**config.mk**
```make
export PLATFORM = sky130hd
export DESIGN_NAME = dmem_arbiter
export DESIGN_NICKNAME = d
export VERILOG_FILES = /design/src/rtl/dmem_arb_pkg.sv /design/src/rtl/dmem_arbiter.sv
export SDC_FILE = /design/constraint.sdc
export NUM_CORES = 1
export LEC_CHECK = 0
export CAP_MARGIN = 20
export CELL_PAD_IN_SITES_DETAIL_PLACEMENT = 1
export CELL_PAD_IN_SITES_GLOBAL_PLACEMENT = 1
export CORE_UTILIZATION = 28
export CTS_CLUSTER_DIAMETER = 100
export CTS_CLUSTER_SIZE = 30
export DETAILED_ROUTE_END_ITERATION = 16
export HOLD_SLACK_MARGIN = 0.06
export PLACE_DENSITY_LB_ADDON = 0.3
export RECOVER_POWER = 50
export SLEW_MARGIN = 20
export SYNTH_ARGS = -nofsm -noshare
export SYNTH_HDL_FRONTEND = slang
export SYNTH_SLANG_ARGS = --single-unit
export TNS_END_PERCENT = 30
```
**constraint.sdc**
```tcl
create_clock -name clk -period 2 [get_ports clk]
set_input_delay 0.4 -clock clk [delete_from_list [all_inputs] [get_ports clk]]
set_output_delay 0.4 -clock clk [all_outputs]
set_load 0.1 [all_outputs]
```
**src/rtl/dmem_arb_pkg.sv**
```systemverilog
// Shared types for the data-memory arbiter.
// State and operation encodings plus the default wait-state count.
package dmem_arb_pkg;

    typedef enum logic [1:0] {
        IDLE,
        WAIT,
        ISSUE,
        DONE
    } state_t;

    typedef enum logic {
        OP_READ,
        OP_WRITE
    } op_t;

    localparam int WAIT_CYCLES_DEFAULT = 4;

endpackage

```
**src/rtl/dmem_arbiter.sv**
```systemverilog
// Arbitrates one read and one write requester onto a single-port SRAM.
// Adds a fixed number of wait states before each SRAM strobe.
module dmem_arbiter
    import dmem_arb_pkg::*;
#(
    parameter int WAIT_CYCLES = WAIT_CYCLES_DEFAULT,
    parameter int ADDR_W      = 10
) (
    input  logic              clk,
    input  logic              nReset,
    input  logic              RamRead,
    input  logic [31:0]       RamReadAddress,
    input  logic              RamWrite,
    input  logic [31:0]       RamWriteAddress,
    input  logic [31:0]       RamWriteData,
    output logic              DoneReadingData,
    output logic              DoneWritingData,
    output logic [31:0]       RamData,
    output logic              mem_en,
    output logic              mem_we,
    output logic [ADDR_W-1:0] mem_addr,
    output logic [31:0]       mem_wdata,
    input  logic [31:0]       mem_rdata,
    output logic              Busy
);

    localparam logic [3:0] CNT_LOAD =
        4'((WAIT_CYCLES > 0) ? WAIT_CYCLES - 1 : 0);

    state_t            state;
    state_t            stateNext;
    op_t               op;
    logic [3:0]        waitCnt;
    logic              lastGrantWrite;
    logic [31:0]       ramDataQ;
    logic [ADDR_W-1:0] rdWord;
    logic [ADDR_W-1:0] wrWord;
    logic              grantValid;
    logic              grantWrite;
    logic              unusedAddrBits;

    assign rdWord = RamReadAddress[ADDR_W+1:2];
    assign wrWord = RamWriteAddress[ADDR_W+1:2];
    assign unusedAddrBits = ^{RamReadAddress[31:ADDR_W+2],
                              RamReadAddress[1:0],
                              RamWriteAddress[31:ADDR_W+2],
                              RamWriteAddress[1:0]};

    // Same word: write first so the read observes it; otherwise alternate.
    always_comb begin
        grantValid = RamRead || RamWrite;
        grantWrite = RamWrite &&
                     (!RamRead || (rdWord == wrWord) || !lastGrantWrite);
    end

    always_comb begin
        stateNext = state;
        unique case (state)
            IDLE: begin
                if (grantValid) begin
                    stateNext = (WAIT_CYCLES == 0) ? ISSUE : WAIT;
                end
            end
            WAIT: begin
                if (waitCnt == 4'd0) begin
                    stateNext = ISSUE;
                end
            end
            ISSUE: stateNext = DONE;
            DONE:  stateNext = IDLE;
            default: stateNext = IDLE;
        endcase
    end

    always_comb begin
        mem_en          = (state == ISSUE);
        mem_we          = mem_en && (op == OP_WRITE);
        DoneReadingData = (state == DONE) && (op == OP_READ);
        DoneWritingData = (state == DONE) && (op == OP_WRITE);
        RamData         = DoneReadingData ? mem_rdata : ramDataQ;
        Busy            = (state != IDLE);
    end

    always_ff @(posedge clk or negedge nReset) begin
        if (!nReset) begin
            state          <= IDLE;
            op             <= OP_READ;
            waitCnt        <= 4'd0;
            lastGrantWrite <= 1'b1;
            mem_addr       <= '0;
            mem_wdata      <= 32'd0;
            ramDataQ       <= 32'd0;
        end else begin
            state <= stateNext;
            if (state == IDLE && grantValid) begin
                op             <= grantWrite ? OP_WRITE : OP_READ;
                mem_addr       <= grantWrite ? wrWord : rdWord;
                mem_wdata      <= RamWriteData;
                waitCnt        <= CNT_LOAD;
                lastGrantWrite <= grantWrite;
            end else if (state == WAIT && waitCnt != 4'd0) begin
                waitCnt <= waitCnt - 4'd1;
            end
            if (DoneReadingData) begin
                ramDataQ <= mem_rdata;
            end
        end
    end

endmodule

```
==> impl_metrics.tcl, run 1 <==
set metrics [dict create \
    synth.net_count 483 \
    synth.area.mux_share_pct 10.4 \
    final_routed_wire_length_divided_by_cell_count_um 17.9 \
    netlist-cell-type-count 37 \
    grt_first_pass_wirelength_um 19300 \
    fin_nets 684 \
    finalSetupViolations 32 \
    dp_cells 700 \
    layout_commonest_cell "sky130_fd_sc_hd__nand2_1" \
    syn_inst 346 \
    synth_area_um2 3670 \
    ios 211 \
    yosysSeqAreaShare_pct 55.9 \
    detail-route-antenna-nets 0 \
    h-tree-depth 3 \
    place_congestion 0.813 \
    ff_to_ff_setup_slack_ns 0.19 \
    die_height_um 117 \
    grt-ovfl-total 0 \
    layout.cells.non_filler 724 \
    vias_in_the_first_global_route 3703 \
    cts-root-buf "sky130_fd_sc_hd__clkbuf_16" \
    route.vias.total 3365 \
    synth-warning-count 0 \
    vias_per_cell 4.65 \
    synth_xor_area_share_pct 3.71 \
    final_cell_mix "sky130_fd_sc_hd__nand2_1, sky130_fd_sc_hd__clkdlybuf4s50_1, sky130_fd_sc_hd__dfrtp_1" \
    post_synth_fa_ha_maj_area_fraction_pct 1.70 \
    timing.final.max_slew_violations 0 \
    clock_skew_ns 0.00450 \
    postLayoutCellArea_um2 6530 \
    clock_sinks 82 \
    diodes 0 \
    floorplan.core_area_um2 12700 \
    avgSynthCellArea_um2 10.6 \
    routed_wirelength_um 13000 \
    cts-buffers-inserted 9 \
    critical_path.startpoint_type "flop" \
    rsz_0062_raised_after_global_routing "true" \
    main_combinational_cell_family_by_area_after_synthesis "simple AND/OR/NAND/NOR gates" \
    pre_cts_ws_ns -0.147 \
    fp.dieArea_um2 13600 \
    placed_area_um2 6060 \
    ys_seq_elements 82 \
    cts-root-to-sink-buffers 2 \
    timing_worst_setup_path_type "reg2out" \
    critPathCaptureType "output pin" \
    cap_violations 0 \
    synth_simple_gate_area_share_pct 15.1 \
    critical_path_arrival_ns 1.86 \
    worst_hold_path_type "reg2reg" \
    timing.final.ws_setup_ns -0.263 \
    hpwl_um 8970 \
    clock_latency_ns 0.34 \
    grt_max_degree 35 \
    async_flop_share_pct 100 \
    cts_tree "done" \
    drc 0 \
    tightest_slew_ns 0.904 \
    share_of_final_layout_standard_cells_stronger_than_drive_strength_1_pct 33.5 \
    synth_edf_count 0 \
    dr.pass1.iters 4 \
    antenna_found_initial 0 \
    groute.usage.overall_pct 18.8 \
    layout_worst_path_cycle_share_pct 113 \
    initial_utilization_pct 28.9 \
    critical_path_required_ns 1.60 \
    synthToLayoutAreaGrowth_pct 77.6 \
    violations "negative setup slack" \
    maximum_fanout_along_the_worst_path 8 \
    detail_route.iter0.violations 121 \
    synth-compound-area-share_pct 10.3 \
    final.min_clock_period_ns 2.26 \
    clk_pin_slew_ns 0.06 \
    x_dimension_of_the_die_um 117 \
    report.final.hold_viol_count 0 \
    run_status "finished, violations left" \
    synthFlopType "sky130_fd_sc_hd__dfrtp_1" \
    max_slew_margin_pct 39.7 \
    portBuffers 166 \
    placementRows 41 \
    timing.fmax_mhz 442 \
]
==> sequential cells by signal, indices dropped and copies added (netlist names) <==
name,cells
op,1
lastGrantWrite,1
ramDataQ,32
waitCnt,4
state,2
mem_addr,10
mem_wdata,32
==> cells in the mapped netlist (2+ instances only) <==
| master | number | area share [%] |
|---|---|---|
| sky130_fd_sc_hd__and2_1 | 3 | 0.51 |
| sky130_fd_sc_hd__a31oi_1 | 2 | 0.34 |
| sky130_fd_sc_hd__nand4_2 | 2 | 0.68 |
| sky130_fd_sc_hd__xnor2_1 | 8 | 1.9 |
| sky130_fd_sc_hd__inv_1 | 6 | 0.61 |
| sky130_fd_sc_hd__xnor2_2 | 3 | 1.3 |
| sky130_fd_sc_hd__a311oi_1 | 8 | 1.9 |
| sky130_fd_sc_hd__ha_1 | 5 | 1.7 |
| sky130_fd_sc_hd__dfrtp_1 | 81 | 55 |
| sky130_fd_sc_hd__o311a_1 | 8 | 2.2 |
| sky130_fd_sc_hd__clkbuf_1 | 4 | 0.41 |
| sky130_fd_sc_hd__o21ai_0 | 24 | 3.3 |
| sky130_fd_sc_hd__xor2_1 | 2 | 0.48 |
| sky130_fd_sc_hd__nand3_1 | 2 | 0.27 |
| sky130_fd_sc_hd__nand2_1 | 110 | 11 |
| sky130_fd_sc_hd__nor2_1 | 5 | 0.51 |
| sky130_fd_sc_hd__mux2_2 | 34 | 10 |
| sky130_fd_sc_hd__buf_2 | 10 | 1.4 |
| sky130_fd_sc_hd__nor3_1 | 10 | 1.4 |
| sky130_fd_sc_hd__buf_1 | 2 | 0.20 |
==> per-layer routing <==
| layer | GRT usage [%] | routed length [um] | vias to the layer above |
|---|---|---|---|
| li1 | - | - | 1586 |
| met5 | 0 | 0 | - |
| met4 | 7.59 | 199 | 0 |
| met1 | 22.0 | 5200 | 1651 |
| met3 | 3.43 | 776 | 13 |
| met2 | 33.7 | 6770 | 115 |
==> cells by family (layout without fill, tap and decap cells) <==
logic type | after synthesis | after routing
xor gates and xnor gates | 13 | 13
DFF | 82 | 82
AOI/OAI and AO/OA | 54 | 54
and+or+nand+nor | 135 | 135
adders and majority gates | 5 | 5
muxes | 34 | 34
buffers and inverters | 23 | 229
==> final cells by class <==
cell class                 instances  area, um^2
clock buffer                      11         233
clock inverter                     5        55.1
fill                            1401        6190
inverter                           6        25.0
multi-input combinational        241        1670
sequential                        82        2050
tap                              172         215
timing repair buffer             207        2280
==> worst paths after layout <==
path	from	end	cells past startpoint
max	state[0]	RamData[12]	6
min	mem_wdata[13]	mem_wdata[13]	2
max reg2reg	state[0]	mem_addr[3]	9
min reg2reg	mem_wdata[13]	mem_wdata[13]	2
max in group asynchronous	nReset	ramDataQ[9]	3
min in group asynchronous	nReset	mem_wdata[29]	2
==> repair_timing <==
item	in CTS	in global routing
buffers inserted	1	2
hold buffers	1	0
resized for setup	7	31
cloned	1	3
endpoints found under the hold margin	29	0
setup endpoints to repair	32	34
pin swaps	0	1
==> critical path: stages (launching register included) <==
cell and delay [ns]:
sky130_fd_sc_hd__dfrtp_1 0.38, sky130_fd_sc_hd__ha_2 0.19, sky130_fd_sc_hd__nor2b_4 0.13, sky130_fd_sc_hd__buf_12 0.14
sky130_fd_sc_hd__clkbuf_16 0.17, sky130_fd_sc_hd__mux2_4 0.33, sky130_fd_sc_hd__buf_12 0.17
==> per-stage QoR <==
stage / utilization (%) / hold WS (ns) / setup TNS [ns]
5_1_grt: 51.3 / 0.508 / -10.01
3_5_place_dp: 47.6 / 0.401 / -1.10
4_1_cts: 50.4 / 0.486 / -9.20
2_1_floorplan: - / 0.104 / -2.90
3_3_place_gp: 47.6 / 0.397 / -1.26
6_report: 51.3 / 0.478 / -7.79
Power of run 1 is left out: the tool's default activity adds up to more than one toggle a clock period on the data nets, which glitch-free logic cannot reach.
==> inputs of run 2 (changes only) <==
==> constraint.sdc (replaced) <==
create_clock -name clk -period 2 [get_ports clk]
set_input_delay 0.2 -clock clk [delete_from_list [all_inputs] [get_ports clk]]
set_output_delay 0.2 -clock clk [all_outputs]
set_load 0.1 [all_outputs]
==> impl_metrics.tcl, run 2 (synthesized netlist as in run 1, its figures left out) <==
set metrics [dict create \
    critical_path_required_ns 1.80 \
    report.final.hold_viol_count 0 \
    cts-root-to-sink-buffers 2 \
    final.min_clock_period_ns 2.08 \
    maximum_fanout_along_the_worst_path 9 \
    detail-route-antenna-nets 0 \
    clock_sinks 82 \
    timing.final.ws_setup_ns -0.0809 \
    route.vias.total 3315 \
    sequential_cell_area_um2 2050 \
    x_dimension_of_the_die_um 117 \
    grt_max_degree 44 \
    run_status "finished, violations left" \
    critical_path_arrival_ns 1.88 \
    critPathCaptureType "output pin" \
    timing_worst_setup_path_type "reg2out" \
    critical-path-max-stage-delay_ns 0.36 \
    max_slew_margin_pct 29.8 \
    final.setup.tns_ns -2.19 \
    hold-worst-slack_ns 0.382 \
    vias_per_cell 4.71 \
    fp.dieArea_um2 13600 \
    ff_to_ff_setup_slack_ns 0.05 \
    rsz_0062_raised_after_global_routing "true" \
    floorplan.core_area_um2 12700 \
    n_fill_cell 1401 \
    worst_hold_path_type "in2reg" \
    share_of_final_layout_standard_cells_stronger_than_drive_strength_1_pct 30.5 \
    pre_cts_ws_ns -0.191 \
    h-tree-depth 3 \
    violations "negative setup slack" \
    fin_nets 664 \
    place_congestion 0.789 \
    layout_worst_path_cycle_share_pct 104 \
    groute.usage.overall_pct 20.0 \
    clk_pin_slew_ns 0.06 \
    crit_chain "ha_2 -> nor2b_4 -> buf_6 -> mux2_4 -> buf_12" \
    die_height_um 117 \
    initial_utilization_pct 28.9 \
    layout_commonest_cell "sky130_fd_sc_hd__nand2_1" \
    portBuffers 166 \
    dr.pass1.iters 4 \
    cts_tree "done" \
    routed_wirelength_um 13200 \
    antenna_found_initial 0 \
    multiInputGateArea_um2 1660 \
    worst_path_max_delay_cell "sky130_fd_sc_hd__dfrtp_1" \
    timing.fmax_mhz 481 \
    grt_first_pass_wirelength_um 20100 \
    synthToLayoutAreaGrowth_pct 72.8 \
    tightest_slew_ns 1.05 \
    critical_path.startpoint_type "flop" \
    placementRows 41 \
    detail_route.iter0.violations 107 \
    final_cell_mix "sky130_fd_sc_hd__nand2_1, sky130_fd_sc_hd__clkdlybuf4s50_1, sky130_fd_sc_hd__dfrtp_1" \
    vias_in_the_first_global_route 3597 \
    cts-root-buf "sky130_fd_sc_hd__clkbuf_16" \
    cap_violations 0 \
    diodes 0 \
    drc 0 \
    final_routed_wire_length_divided_by_cell_count_um 18.7 \
    clock_skew_ns 0.00639 \
    cts-buffers-inserted 9 \
    hpwl_um 8860 \
    clock_latency_ns 0.35 \
    timing.final.max_slew_violations 0 \
    ios 211 \
    top_regs "mem_wdata (32), ramDataQ (32), mem_addr (10)" \
    grt-ovfl-total 0 \
    finalSetupViolations 32 \
]
==> run 2: final cells by class <==
cell class	instances	share of cell area (%)
inverters	6	0.355
repair buffers	187	32.7
multi-input cells	241	26.2
flip-flops and latches	82	32.3
well taps	172	3.39
clock inverters	5	1.22
clock buffers	11	3.82
==> run 2: per-layer routing <==
layer	share of wire, %	track usage [%]	wire, um
met2	49	34.7	6430
met3	9.8	7.11	1290
met5	0	0	0
met4	1.2	6.41	161
met1	40	23.0	5280
==> run 2: final timing paths <==
kind	start	endpoint	depth (start not counted)
min in group asynchronous	nReset	ramDataQ[28]	2
worst min register to register	mem_wdata[10]	mem_wdata[10]	2
max in group asynchronous	nReset	mem_wdata[17]	3
worst max register to register	state[0]	mem_addr[0]	6
worst max-delay path	state[1]	RamData[30]	5
worst min-delay path	RamWriteData[2]	mem_wdata[2]	3
==> run 2: critical path, delay by kind of cell, from the launching register on <==
| kind | cells | cell delay, ns |
|---|---|---|
| adder cells (fa/ha/maj) | 1 | 0.19 |
| flip-flops | 1 | 0.36 |
| multiplexers | 1 | 0.35 |
| buffers and inverters | 2 | 0.39 |
| AND/OR/NAND/NOR | 1 | 0.24 |
==> run 2: timing repair <==
item,4_1_cts,5_1_grt
hold buffers,1,0
gates resized for setup,36,2
hold endpoints to repair,18,0
setup endpoints to repair,32,40
pin swaps,0,1
cloned,2,0
setup buffers,6,1
==> run 2: through the flow <==
stage / cell area, um^2 / std cells / utilization [%]
3_3_place_gp: 5900 / 681 / 46.4
3_5_place_dp: 5900 / 681 / 46.4
4_1_cts: 6480 / 706 / 50.9
2_1_floorplan: 3680 / 346 / -
6_report: 6350 / 704 / 49.9
5_1_grt: 6350 / 704 / 49.9
Power of run 2 is left out for the same reason.
